===== config.mk =====
export PLATFORM = sky130hd
export DESIGN_NAME = mealy_frame_sched_flat
export DESIGN_NICKNAME = d
export VERILOG_FILES = /design/src/rtl/mealy_frame_sched_pkg.sv /design/src/rtl/mealy_frame_sched_if.sv /design/src/rtl/rr_arb2.sv /design/src/rtl/mealy_frame_sched.sv /design/src/flat_wrapper.sv
export SDC_FILE = /design/constraint.sdc
export NUM_CORES = 1
export LEC_CHECK = 0
export BUFFER_PORTS_ARGS = -buffer_cell sky130_fd_sc_hd__buf_2
export CAP_MARGIN = 30
export CORE_MARGIN = 5
export CORE_UTILIZATION = 44
export DETAILED_ROUTE_END_ITERATION = 8
export PLACE_DENSITY = 0.84
export REMOVE_ABC_BUFFERS = 1
export SETUP_SLACK_MARGIN = 0.15
export SYNTH_ARGS = -nofsm -noshare
export SYNTH_HDL_FRONTEND = slang
export SYNTH_HIERARCHICAL = 1
export SYNTH_SLANG_ARGS = --single-unit

===== constraint.sdc =====
create_clock -name clk -period 2.2 [get_ports clk]
set_input_delay 0.11 -clock clk [delete_from_list [all_inputs] [get_ports clk]]
set_output_delay 0.11 -clock clk [all_outputs]
set_load 0.1 [all_outputs]

===== src/rtl/mealy_frame_sched_pkg.sv =====
// Shared definitions for the Mealy frame scheduler: the state encoding,
// the default frame width and the helper that sizes the detection count.
package mealy_frame_sched_pkg;

  localparam int FRAME_W_DEF = 8;

  // The count must hold 0..frame_w inclusive, hence frame_w+1 values.
  function automatic int cnt_w(input int frame_w);
    return $clog2(frame_w + 1);
  endfunction

  typedef enum logic [1:0] {
    IDLE  = 2'd0,
    CLEAR = 2'd1,
    SHIFT = 2'd2,
    RESP  = 2'd3
  } state_e;

endpackage


===== src/rtl/mealy_frame_sched_if.sv =====
// Request/response bus between the requesters and the frame scheduler.
// Handshake rule for both channels: a transfer happens on a rising edge where
// valid and ready are both 1; a source holding valid keeps its payload stable
// until that edge, and ready is never raised for a lane whose valid is 0.
interface mealy_frame_sched_if
  import mealy_frame_sched_pkg::*;
#(
  parameter int FRAME_W = FRAME_W_DEF,
  parameter int CNT_W   = cnt_w(FRAME_W)
) ();

  logic [1:0]         req_valid;
  logic [FRAME_W-1:0] req_data0;
  logic [FRAME_W-1:0] req_data1;
  logic [1:0]         req_ready;
  logic               rsp_valid;
  logic               rsp_ready;
  logic               rsp_id;
  logic [CNT_W-1:0]   rsp_count;

  // Requester/consumer side.
  modport master (
    output req_valid, req_data0, req_data1, rsp_ready,
    input  req_ready, rsp_valid, rsp_id, rsp_count
  );

  // Scheduler side.
  modport slave (
    input  req_valid, req_data0, req_data1, rsp_ready,
    output req_ready, rsp_valid, rsp_id, rsp_count
  );

endinterface


===== src/rtl/rr_arb2.sv =====
// Two-way round-robin arbiter. ptr=1 means requester 1 has priority when both
// request; a lone requester always wins. The pointer moves only on update.
module rr_arb2 (
  input  logic       clk,
  input  logic       rst,
  input  logic [1:0] req,
  input  logic       update,
  output logic [1:0] gnt,
  output logic       ptr
);

  logic ptr_q;
  logic ptr_d;

  // Grant selection and pointer advance toward the requester not just served.
  always_comb begin
    gnt   = 2'b00;
    ptr_d = ptr_q;
    case (req)
      2'b01:   gnt = 2'b01;
      2'b10:   gnt = 2'b10;
      2'b11:   gnt = ptr_q ? 2'b10 : 2'b01;
      default: gnt = 2'b00;
    endcase
    if (update && (gnt != 2'b00)) begin
      ptr_d = gnt[0];
    end
  end

  // Pointer register; reset favours requester 0.
  always_ff @(posedge clk) begin
    if (rst) begin
      ptr_q <= 1'b0;
    end else begin
      ptr_q <= ptr_d;
    end
  end

  assign ptr = ptr_q;

endmodule


===== src/rtl/mealy_frame_sched.sv =====
// Frame scheduler: arbitrates two requesters, serializes the granted frame
// LSB-first into an external Mealy detector, counts det_z hits and returns
// the count on a response handshake. FRAME_W must match the bus instance.
module mealy_frame_sched
  import mealy_frame_sched_pkg::*;
#(
  parameter int FRAME_W = FRAME_W_DEF
) (
  input  logic                      clk,
  input  logic                      rst,
  mealy_frame_sched_if.slave        bus,
  output logic                      det_clr,
  output logic                      det_en,
  output logic                      det_x,
  input  logic                      det_z,
  output logic                      busy,
  output state_e                    state_dbg,
  output logic                      rr_ptr_dbg
);

  localparam int CNT_W = cnt_w(FRAME_W);
  localparam int IDX_W = (FRAME_W > 1) ? $clog2(FRAME_W) : 1;
  localparam logic [IDX_W-1:0] LAST_IDX = IDX_W'(FRAME_W - 1);

  state_e             state_q, state_d;
  logic [FRAME_W-1:0] data_q, data_d;
  logic               id_q, id_d;
  logic [IDX_W-1:0]   idx_q, idx_d;
  logic [CNT_W-1:0]   cnt_q, cnt_d;

  logic [1:0]         arb_req;
  logic [1:0]         gnt;
  logic               accept;
  logic               rr_ptr;

  logic [1:0]         req_ready;
  logic               rsp_valid;
  logic               rsp_id;
  logic [CNT_W-1:0]   rsp_count;

  // The arbiter only sees requests while IDLE and out of reset, so a grant
  // is always an accept and the pointer only moves on real transfers.
  assign arb_req = (state_q == IDLE && !rst) ? bus.req_valid : 2'b00;
  assign accept  = (gnt != 2'b00);

  rr_arb2 u_arb (
    .clk    (clk),
    .rst    (rst),
    .req    (arb_req),
    .update (accept),
    .gnt    (gnt),
    .ptr    (rr_ptr)
  );

  // Next-state and Mealy outputs; everything is forced to 0 while rst is high.
  always_comb begin
    state_d   = state_q;
    data_d    = data_q;
    id_d      = id_q;
    idx_d     = idx_q;
    cnt_d     = cnt_q;
    req_ready = 2'b00;
    det_clr   = 1'b0;
    det_en    = 1'b0;
    det_x     = 1'b0;
    rsp_valid = 1'b0;
    rsp_id    = 1'b0;
    rsp_count = '0;
    busy      = 1'b0;
    if (!rst) begin
      case (state_q)
        IDLE: begin
          req_ready = gnt;
          if (accept) begin
            data_d  = gnt[1] ? bus.req_data1 : bus.req_data0;
            id_d    = gnt[1];
            state_d = CLEAR;
          end
        end
        CLEAR: begin
          busy    = 1'b1;
          det_clr = 1'b1;
          idx_d   = '0;
          cnt_d   = '0;
          state_d = SHIFT;
        end
        SHIFT: begin
          busy   = 1'b1;
          det_en = 1'b1;
          det_x  = data_q[idx_q];
          if (det_z) begin
            cnt_d = cnt_q + CNT_W'(1);
          end
          if (idx_q == LAST_IDX) begin
            state_d = RESP;
          end else begin
            idx_d = idx_q + IDX_W'(1);
          end
        end
        RESP: begin
          busy      = 1'b1;
          rsp_valid = 1'b1;
          rsp_id    = id_q;
          rsp_count = cnt_q;
          if (bus.rsp_ready) begin
            state_d = IDLE;
          end
        end
        default: state_d = IDLE;
      endcase
    end
  end

  // State and datapath registers with synchronous reset.
  always_ff @(posedge clk) begin
    if (rst) begin
      state_q <= IDLE;
      data_q  <= '0;
      id_q    <= 1'b0;
      idx_q   <= '0;
      cnt_q   <= '0;
    end else begin
      state_q <= state_d;
      data_q  <= data_d;
      id_q    <= id_d;
      idx_q   <= idx_d;
      cnt_q   <= cnt_d;
    end
  end

  assign bus.req_ready = req_ready;
  assign bus.rsp_valid = rsp_valid;
  assign bus.rsp_id    = rsp_id;
  assign bus.rsp_count = rsp_count;
  assign state_dbg     = state_q;
  assign rr_ptr_dbg    = rr_ptr;

endmodule


===== src/flat_wrapper.sv =====
// flat-port wrapper written by rule: the top's interface ports become plain ports
module mealy_frame_sched_flat import mealy_frame_sched_pkg::*;
#(
  parameter int FRAME_W = FRAME_W_DEF
)
  (clk, rst, det_clr, det_en, det_x, det_z, busy, state_dbg, rr_ptr_dbg, bus_req_valid, bus_req_data0, bus_req_data1, bus_rsp_ready, bus_req_ready, bus_rsp_valid, bus_rsp_id, bus_rsp_count);
  mealy_frame_sched_if #(.FRAME_W(FRAME_W)) bus_i ();
  input  logic clk;
  input  logic rst;
  output logic det_clr;
  output logic det_en;
  output logic det_x;
  input  logic det_z;
  output logic busy;
  output state_e state_dbg;
  output logic rr_ptr_dbg;
  input wire logic [$bits(bus_i.req_valid)-1:0] bus_req_valid;
  input wire logic [$bits(bus_i.req_data0)-1:0] bus_req_data0;
  input wire logic [$bits(bus_i.req_data1)-1:0] bus_req_data1;
  input wire logic [$bits(bus_i.rsp_ready)-1:0] bus_rsp_ready;
  output wire logic [$bits(bus_i.req_ready)-1:0] bus_req_ready;
  output wire logic [$bits(bus_i.rsp_valid)-1:0] bus_rsp_valid;
  output wire logic [$bits(bus_i.rsp_id)-1:0] bus_rsp_id;
  output wire logic [$bits(bus_i.rsp_count)-1:0] bus_rsp_count;
  assign bus_i.req_valid = bus_req_valid;
  assign bus_i.req_data0 = bus_req_data0;
  assign bus_i.req_data1 = bus_req_data1;
  assign bus_i.rsp_ready = bus_rsp_ready;
  assign bus_req_ready = bus_i.req_ready;
  assign bus_rsp_valid = bus_i.rsp_valid;
  assign bus_rsp_id = bus_i.rsp_id;
  assign bus_rsp_count = bus_i.rsp_count;
  mealy_frame_sched #(.FRAME_W(FRAME_W)) u_core (.clk(clk), .rst(rst), .bus(bus_i), .det_clr(det_clr), .det_en(det_en), .det_x(det_x), .det_z(det_z), .busy(busy), .state_dbg(state_dbg), .rr_ptr_dbg(rr_ptr_dbg));
endmodule

; ---- Word-level counts from Yosys, hierarchy flattened
; Cells that the tools add are included.
[word_totals]
output_inout_bits = 15
register_bits = 19
[classes]
n_eq_ne = 12
magnitude_cmp = 1
n_addsub = 2
muxes = 30
reduce_logical = 10
[ops]
columns = op, count
row1 = $mux 2, 7
row2 = $mux 1, 13
row3 = $mux 4, 3
row4 = $eq 2x2->1 const B, 4
row5 = $mux 8, 1
row6 = $ne 2x2->1 const B, 4
row7 = $pmux 2 s4, 1
row8 = $pmux 4 s2, 1
row9 = $pmux 2 s3, 1
row10 = $pmux 3 s2, 1
row11 = $reduce_and 2->1, 3
row12 = $add 4x1->4 const B, 1
row13 = $eq 2x1->1 const B, 2
row14 = $lt 3x4->1 const B, 1
row15 = $reduce_bool 2->1, 2
row16 = $add 3x1->3 const B, 1
row17 = $bmux 1 s3, 1
row18 = $eq 3x3->1 const B, 1
row19 = $mux 3, 1
row20 = $reduce_and 3->1, 1
row21 = $reduce_or 3->1, 1
row22 = $logic_not 2->1, 1
row23 = $ne 2x1->1 const B, 1
row24 = $logic_and 1x1->1, 1
row25 = $logic_not 1->1, 1

; ---- Logic depth before layout (Yosys ltp)
; Gate-level depths: netlist of the first run.
[logic_depth]
ltp_word = 8
depth_mapped = 9
depth_no_buf = 8

; ---- Cells and area by module
; The synthesis of the first run kept the hierarchy.
[by_module_without_submodules]
columns = module, seq_area_each_um2, cells_each, n_inst, area_each_um2
row1 = mealy_frame_sched, 360.3, 115, 1, 1044.8
row2 = rr_arb2, 20.0, 7, 1, 65.1

; ---- Worst setup path after synthesis of the first run
; Ideal clock, no wire load.
[synth_timing]
path_kind = flip-flop to output port
from = reg u_core.state_q[1] (netlist: u_core/state_dbg[1])
to = out det_x
required_ns = 2.090
arrival_ns = 3.938
path_slack_ns = -1.848
stages_incl_launch_ff = 5
cell_sequence = dfxtp_1 ha_1 clkbuf_1 nor2b_1 and2_1
[synth_via]
elab_chain_len = 3
[synth_rtl]
columns = element, line_no
row1 = start: declaration, mealy_frame_sched.sv:25  ; state_e state_q, state_d;
row2 = start signal: assignment, mealy_frame_sched.sv:123  ; state_q <= state_d;
row3 = $eq 2x2->1, mealy_frame_sched.sv:71  ; case (state_q)
row4 = $mux 1, mealy_frame_sched.sv:71
row5 = $mux 1, mealy_frame_sched.sv:70  ; if (!rst) begin
row6 = end: declaration, flat_wrapper.sv:12  ; output logic det_x;
; Every way passes these cells.

; ---- Worst setup path in the final report of the first run
[layout_timing]
from = reg u_core.idx_q[0]
to = out det_x
[layout_via]
elab_chain_len = 4
[layout_rtl]
columns = element, line_no
row1 = start: declaration, mealy_frame_sched.sv:28  ; logic [IDX_W-1:0] idx_q, idx_d;
row2 = start signal: assignment, mealy_frame_sched.sv:126  ; idx_q <= idx_d;
row3 = $bmux 1 s3, mealy_frame_sched.sv:90  ; det_x = data_q[idx_q];
row4 = $mux 1 (implied by the code), mealy_frame_sched.sv:90
row5 = $mux 1, mealy_frame_sched.sv:71
row6 = $mux 1, mealy_frame_sched.sv:70
; Every way passes these cells. The select of a mux whose other input is x is not followed.

==> results of run 1 <==
[stage by stage]
step           hold slack (ps)  utilization  std cells
6_report                   134        0.608        193
5_1_grt                    118        0.608        193
4_1_cts                    120        0.588        191
3_5_place_dp               444        0.562        187
3_3_place_gp               441        0.562        187
2_1_floorplan              172            -        117
[area by class of cell]
| class | instances | area [sq um] |
|---|---|---|
| inverters | 4 | 15.0 |
| repair buffers | 42 | 274 |
| fillers | 223 | 963 |
| clock buffers | 3 | 22.5 |
| flip-flops and latches | 19 | 389 |
| clock inverters | 1 | 5.00 |
| multi-input cells | 94 | 748 |
| well taps | 30 | 37.5 |
[critical path, cell delays in order, from the launching register on]
cell,delay (ps)
dfxtp_4,390
mux4_1,540
mux2_2,270
and2_1,160
buf_6,180
[flip-flops by register name (all words and copies together), names as in the netlist]
name and count:
u_core/idx_q 3, u_core/data_q 8, u_core/cnt_q 4, u_core/id_q 1, u_core/state_dbg 2, u_core/u_arb/ptr 1
[how the worst max path moves through the flow]
stage / to / slack, ps / start
finish: det_x / 240 / u_core/idx_q[0]$_SDFFE_PP0P_
floorplan: det_x / -1730 / u_core/state_dbg[1]$_SDFFE_PP0P_
global placement: u_core/data_q[6]$_SDFFE_PP0P_ / 210 / u_core/state_dbg[1]$_SDFFE_PP0P_
detailed placement: u_core/data_q[3]$_SDFFE_PP0P_ / 50 / u_core/state_dbg[1]$_SDFFE_PP0P_
global route: det_x / 180 / u_core/idx_q[0]$_SDFFE_PP0P_
CTS: bus_req_ready[0] / 150 / u_core/state_dbg[0]$_SDFFE_PP0P_
[cells by family (layout without fill, tap and decap cells)]
family | Yosys count | after routing
buffers and inverters | 9 | 50
muxes | 12 | 12
adders and majority gates | 7 | 7
DFF | 19 | 19
and+or+nand+nor | 45 | 45
AOI/OAI and AO/OA | 30 | 30
[synthesized netlist by cell type, drive strengths merged]
cell type	n	area share
a21bo	1	0.0090
a211oi	8	0.054
a32oi	1	0.0079
and2	11	0.062
o31ai	1	0.0068
nor2b	6	0.034
or3b	1	0.0079
nand2	6	0.020
buf	4	0.016
mux2	1	0.010
nand2b	1	0.0056
a22oi	1	0.0068
o21a	2	0.014
mux4	2	0.047
ha	7	0.079
nor4b	1	0.0079
or2	1	0.0056
clkbuf	1	0.0034
nand3b	2	0.014
nor2	12	0.041
nor3b	1	0.0068
a21boi	2	0.014
nand4	1	0.0056
o31a	1	0.0079
nand3	1	0.0045
a21oi	6	0.030
dfxtp	19	0.34
a31oi	2	0.011
mux2i	9	0.081
inv	4	0.014
nor3	1	0.0045
o21ai	4	0.018
o311a	1	0.0090
[metal layers]
layer | GRT usage | vias to the layer above
li1 | - | 521
met1 | 0.186 | 493
met2 | 0.298 | 36
met3 | 0.0367 | 4
met4 | 0.0538 | 0
met5 | 0 | -
[power by group]
group          internal (uW)  switching [uW]
Sequential               438            63.8
Clock                   67.5             109
Combinational            376             602
[what timing repair did]
action	in CTS	in global routing
pin swaps	0	2
setup buffers	0	2
hold buffers	0	0
gates resized for setup	12	11
endpoints found under the setup margin	13	14
==> results.cfg, run 1 <==
[status]
status = complete, no violations

[critical_path]
start_kind = flip-flop
crit_type = flip-flop to primary output
cp.arrival_ps = 1850
reg2reg_depth = 9
r2r-end = u_core/data_q[3]$_SDFFE_PP0P_
regToRegStartpoint = u_core/state_dbg[1]$_SDFFE_PP0P_
regToRegSetupSlack_ps = 350
worstSetupEndpointType = primary output
cp.required_ps = 2090
worstPathMaxFanout = 5

[final_layout]
syn_to_final_growth_pct = 34.4
nNetsFinal = 193
fin_area_sq_mm = 0.00149
final_cell_mix = buf_2 (33), dfxtp_1 (16), nor2_1 (12)
drive_gt1_frac = 0.387
final_common_cell = buf_2
insertedDiodeCount = 0

[floorplan]
core-area_sq_mm = 0.00245
die_w_um = 60.2
initial_core_util = 0.452
die-area_sq_mm = 0.00363
fp-row-count = 18
num_io_pins = 37
die_h_um = 60.2

[drt]
dr_wl_met2_um = 1410
met3WireLength_um = 192
route.detailed.drc = 0
vias = 1054
wl_per_cell_um = 14.2
wl_um = 2730
wl_met1_um = 1100
drt_iter0_markers = 16
ant_nets = 0
via_per_inst = 5.46
routed.top_layer = met4
first_pass_iters = 6

[power]
powerDensity_mw_per_mm2 = 1110
p_leak_uw = 0.000648
peakVddDrop_mv = 0.733
power.total_uw = 1660

[timing]
layout_min_cycle_time_ps = 1960
slew_headroom = 0.671
rsz0062_at_grt = false
max_freq_mhz = 511
fin_tns_setup_ps = 0
min_period_over_period = 0.890
hold_violations = 0
setup_violations = 0
worst_slack_ps = 241
tightest_slew_ps = 497
finClkSkew_ps = 3.44
drv_slew = 0

[cts]
clockBufferDepth = 2
clkSinkCount = 19
h-tree-depth = 1
cts_tree = yes
insertion_delay_ps = 290
clockRootBuffer = clkbuf_4
cts_buffers = 3
clk_pin_slew_ps = 110

[placed_design]
hpwl_um = 2060
routabilityCongestion = 0.809
io_buffer_count = 36
dp_slack_ps = 47.5
place_area_sq_mm = 0.00138

[synthesis]
synth_top_family_by_area = simple AND/OR/NAND/NOR gates
synth-seq-cells = 19
synthDistinctLibCells = 35
synthMuxAreaShare = 0.139
syn-instance-count = 122
seq_area_frac_synth = 0.343
yosysWarnings = 6
synthAdderAreaFrac = 0.0789
postSynthAreaPerCell_sq_um = 9.10
yosys.area_share.xor_xnor = 0
yosys.area_share.simple = 0.219
synth-compound-area-share = 0.188
synth.cell_area_sq_mm = 0.00111

[worst_hold_path]
hold_path.class = primary input to flip-flop
hp-start = det_z
holdPathEnd = u_core/cnt_q[0]$_SDFFE_PP0P_
holdPathStages = 3

[grt]
grt_pass1_wl_um = 4550
grt_max_degree = 23
grt_pass1_vias = 1089
grt_overflow_total = 0
grt_antenna_before_repair = 0
grt_usage = 0.164

[run]
cap_violations = 0
Power figures use the tool's default switching activity.
==> run 2, diff against run 1 <==
Settings changed: RECOVER_POWER from default to 25.
==> run 2 against run 1 <==
Compared with the run above: sequential cell count stayed put; combinational power is 0.7% lower; register-to-register slack hardly changed; clock skew hardly changed; via count is 0.19% higher; global-route usage stayed put; count of clock-buffer cells in the layout stayed put; setup slack hardly changed; critical path depth stayed put; cell count stayed put; largest cell class unchanged.
==> results.cfg, run 2 (synthesized netlist as in run 1, its figures left out) <==
[final_layout]
reg_top3 = u_core/data_q: 8 flops, u_core/cnt_q: 4 flops, u_core/idx_q: 3 flops
final_cell_mix = buf_2 (30), dfxtp_1 (17), nor2_1 (12)
final_common_cell = buf_2
syn_to_final_growth_pct = 33.7
nFillCells = 224
max_flop_register = u_core/data_q
nNetsFinal = 193
drive_gt1_frac = 0.356
largest_reg_flops = 8
fin_area_sq_mm = 0.00148
insertedDiodeCount = 0

[floorplan]
initial_core_util = 0.452
num_io_pins = 37
core-area_sq_mm = 0.00245
die_h_um = 60.2
die-area_sq_mm = 0.00363
fp-row-count = 18
die_w_um = 60.2

[placed_design]
io_buffer_count = 36
hpwl_um = 2060
place_area_sq_mm = 0.00138
routabilityCongestion = 0.809

[timing]
slew_headroom = 0.209
layout_min_cycle_time_ps = 1960
rsz0062_at_grt = false
setup_violations = 0
min_period_over_period = 0.890
hold_violations = 0
tightest_slew_ps = 1190
drv_slew = 0
max_freq_mhz = 511
finClkSkew_ps = 3.55
fin_tns_setup_ps = 0

[drt]
wl_met1_um = 1100
vias = 1056
via_per_inst = 5.47
first_pass_iters = 6
drt_iter0_markers = 16
dr_wl_met2_um = 1400
met3WireLength_um = 192
route.detailed.drc = 0
wl_um = 2730
wl_per_cell_um = 14.2
ant_nets = 0
routed.top_layer = met4

[cts]
clockRootBuffer = clkbuf_4
clockBufferDepth = 2
h-tree-depth = 1
insertion_delay_ps = 290
cts_buffers = 3
clkSinkCount = 19
cts_tree = yes
cts_hold_buffers = 0
clk_pin_slew_ps = 110

[grt]
grt_pass1_wl_um = 4550
grt_usage = 0.164
grt_overflow_total = 0
grt_max_degree = 23
grt_antenna_before_repair = 0
grt_pass1_vias = 1089

[critical_path]
cp.required_ps = 2090
regToRegSetupSlack_ps = 350
regToRegStartpoint = u_core/state_dbg[0]$_SDFFE_PP0P_
crit_type = flip-flop to primary output
start_kind = flip-flop
cp.arrival_ps = 1850
r2r-end = u_core/data_q[3]$_SDFFE_PP0P_
worstPathMaxFanout = 5
reg2reg_depth = 9
worstSetupEndpointType = primary output

[status]
status = complete, no violations

[power]
peakVddDrop_mv = 0.727
power.total_uw = 1650
powerDensity_mw_per_mm2 = 1110
p_leak_uw = 0.000638

[worst_hold_path]
holdPathEnd = u_core/cnt_q[0]$_SDFFE_PP0P_
holdPathStages = 3
hold_path.class = primary input to flip-flop
hp-start = det_z

[run]
cap_violations = 0
run 2: changes by cell type in the layout (fill, tap and decap cells not counted):
cell	delta
clkbuf_1	+3
ha_1	+1
ha_2	-1
dfxtp_1	+1
dfxtp_2	-1
buf_2	-3
run 2: routing by layer:
| metal | vias up | global-route usage |
|---|---|---|
| met3 | 4 | 0.0367 |
| li1 | 521 | - |
| met2 | 36 | 0.298 |
| met4 | 0 | 0.0538 |
| met1 | 495 | 0.186 |
| met5 | - | 0 |
run 2: worst max-delay path by stage:
stage	startpoint	to	slack [ps]	cells after the start
2_1_floorplan	u_core/state_dbg[1]$_SDFFE_PP0P_	det_x	-1730	3
3_3_place_gp	u_core/state_dbg[1]$_SDFFE_PP0P_	u_core/data_q[6]$_SDFFE_PP0P_	210	8
3_5_place_dp	u_core/state_dbg[1]$_SDFFE_PP0P_	u_core/data_q[3]$_SDFFE_PP0P_	50	9
4_1_cts	u_core/state_dbg[0]$_SDFFE_PP0P_	bus_req_ready[0]	150	7
5_1_grt	u_core/state_dbg[0]$_SDFFE_PP0P_	det_en	130	4
6_report	u_core/idx_q[0]$_SDFFE_PP0P_	det_x	240	4
run 2: worst max-delay path, stage by stage (launching register included):
cell     delay, ps
dfxtp_4        390
mux4_1         540
mux2_2         270
and2_1         160
buf_6          180
run 2: repair_timing:
item	4_1_cts	5_1_grt
buffers inserted	0	2
pin swaps	0	2
setup endpoints to repair	13	14
gates resized for setup	12	11
run 2: stage by stage:
stage / worst slack, ps / instances / hold WS (ps) / util
after floorplan: -1730 / 117 / 172 / -
after detailed placement: 47.5 / 187 / 444 / 0.562
after global routing: 128 / 193 / 118 / 0.604
after CTS: 151 / 191 / 120 / 0.588
after global placement: 210 / 187 / 441 / 0.562
final: 242 / 193 / 134 / 0.604
run 2: layout make-up:
| cell class | count | area (sq um) | share of cell area |
|---|---|---|---|
| repair buffers | 42 | 270 | 0.182 |
| clock inverters | 1 | 5.00 | 0.00337 |
| multi-input cells | 94 | 746 | 0.503 |
| well taps | 30 | 37.5 | 0.0253 |
| inverters | 4 | 15.0 | 0.0101 |
| flip-flops and latches | 19 | 388 | 0.261 |
| clock buffers | 3 | 22.5 | 0.0152 |
run 2: where the power goes:
part,switching (uW),internal (uW)
clock,109,67.5
combinational,603,369
sequential,63.5,437
total,775,873
==> run 3, diff against run 2 <==
Settings changed: PLACE_DENSITY 0.84 to default, PLACE_DENSITY_LB_ADDON from default to 0.25.
==> run 3 against run 2 <==
Compared with the run above: sequential share of layout area fell by 0.47 points; critical endpoint is now bus_req_ready[1]; hold slack lost 4.1 ps; sequential power shrank 2%; largest power group unchanged; via count down 3.6%; utilization grew 0.71 points; critical path type unchanged; setup slack got worse by 38 ps.
==> results.cfg, run 3 (synthesized netlist as in run 1, its figures left out) <==
[drt]
route.detailed.drc = 0
wl_um = 2560
vias = 1018
via_per_inst = 5.17
drt_iter0_markers = 18
wl_per_cell_um = 13.0
ant_nets = 0
first_pass_iters = 4

[critical_path]
cp_num_buf_inv = 3
start_kind = flip-flop
cp_top_family = simple AND/OR/NAND/NOR gates
crit_type = flip-flop to primary output
worstSetupEndpointType = primary output
critPathMostFrequentCell = and2_4
slowest_stage = dfxtp_1
slowest_delay_ps = 360
r2r-end = u_core/state_dbg[1]$_SDFFE_PP0P_
cp.arrival_ps = 1890
reg2reg_depth = 9
worstPathCellList = inv_2 -> ha_4 -> nor2b_4 -> and2_4 -> a21boi_4 -> buf_6 -> and2_4 -> buf_12
cp.required_ps = 2090
regToRegSetupSlack_ps = 240
worstPathMaxFanout = 4
regToRegStartpoint = u_core/state_dbg[1]$_SDFFE_PP0P_

[cts]
cts_buffers = 3
h-tree-depth = 1
clockBufferDepth = 2
clk_pin_slew_ps = 110
insertion_delay_ps = 300
clkSinkCount = 19
clockRootBuffer = clkbuf_4
cts_tree = yes

[timing]
rsz0062_at_grt = false
max_freq_mhz = 501
slew_headroom = 0.227
fin_tns_setup_ps = 0
tightest_slew_ps = 1160
min_period_over_period = 0.907
layout_min_cycle_time_ps = 2000
hold_violations = 0
drv_slew = 0
setup_violations = 0
finClkSkew_ps = 5.66
holdWs_ps = 130

[power]
p_leak_uw = 0.000650
peakVddDrop_mv = 0.675
powerDensity_mw_per_mm2 = 1090

[final_layout]
final_common_cell = buf_2
largest_reg_flops = 8
final_util = 0.612
final_cell_mix = buf_2 (30), dfxtp_1 (17), nor2_1 (12)
insertedDiodeCount = 0
max_flop_register = u_core/data_q
syn_to_final_growth_pct = 35.3
nNetsFinal = 197
reg_top3 = u_core/data_q: 8 flops, u_core/cnt_q: 4 flops, u_core/idx_q: 3 flops
drive_gt1_frac = 0.365

[floorplan]
die-area_sq_mm = 0.00363
fp-row-count = 18
core-area_sq_mm = 0.00245
num_io_pins = 37
die_w_um = 60.2
initial_core_util = 0.452
die_h_um = 60.2

[worst_hold_path]
holdPathStages = 3
hold_path.class = primary input to flip-flop
holdPathEnd = u_core/cnt_q[0]$_SDFFE_PP0P_
hp-start = det_z

[grt]
grt_pass1_wl_um = 3970
grt_usage = 0.145
grt_overflow_total = 0
grt_max_degree = 23
grt_pass1_vias = 958
grt_antenna_before_repair = 0

[placed_design]
routabilityCongestion = 0.801
hpwl_um = 1890
io_buffer_count = 36

[status]
status = complete, no violations

[run]
cap_violations = 0
-- run 3: tightest hold or removal path, cell delays in order --
cell and delay, ps:
buf_2 130, nand3b_1 90, a21oi_1 60
-- run 3: power by group --
group          switching, uW  internal (uW)  total (uW)
Sequential              55.5            433         489
Combinational            602            371         973
Clock                    109           70.8         180
-- run 3: stage by stage --
step,cell area (sq um),power (uW),cells,setup slack [ps]
after floorplan,1090,1150,117,-1730
after global placement,1390,1350,190,151
after detailed placement,1390,1370,190,16.3
after CTS,1440,1580,194,89.5
after global routing,1500,1750,197,85.2
final,1500,1640,197,204
-- run 3: final cells by class --
cell class,instances,area [sq um]
Inverter,4,15.0
Clock buffer,4,26.3
Multi-Input combinational cell,94,746
Sequential cell,19,385
Timing Repair Buffer,46,292
Fill cell,220,953
Tap cell,30,37.5
-- run 3: worst max path at each step --
| stage | cells past startpoint | from | end | slack [ps] |
|---|---|---|---|---|
| 6_report | 8 | u_core/state_dbg[1]$_SDFFE_PP0P_ | bus_req_ready[1] | 200 |
| 5_1_grt | 5 | u_core/state_dbg[1]$_SDFFE_PP0P_ | bus_rsp_count[1] | 90 |
| 4_1_cts | 8 | u_core/state_dbg[0]$_SDFFE_PP0P_ | bus_req_ready[1] | 90 |
| 3_5_place_dp | 9 | u_core/state_dbg[0]$_SDFFE_PP0P_ | u_core/data_q[1]$_SDFFE_PP0P_ | 20 |
| 3_3_place_gp | 9 | u_core/state_dbg[1]$_SDFFE_PP0P_ | u_core/data_q[5]$_SDFFE_PP0P_ | 150 |
| 2_1_floorplan | 3 | u_core/state_dbg[1]$_SDFFE_PP0P_ | det_x | -1730 |
-- run 3: timing repair --
| item | in CTS | in global routing |
|---|---|---|
| buffers inserted | 0 | 3 |
| pin swaps | 0 | 2 |
| gates resized for setup | 11 | 14 |
| hold buffers | 0 | 0 |
| endpoints found under the setup margin | 13 | 12 |
-- run 3: per-layer routing --
layer  vias up  GRT usage  part of all wire
met3         4     0.0475             0.070
met1       457      0.161              0.43
li1        530          -                 -
met2        27      0.262              0.49
met5         -          0                 0
met4         0     0.0380             0.010
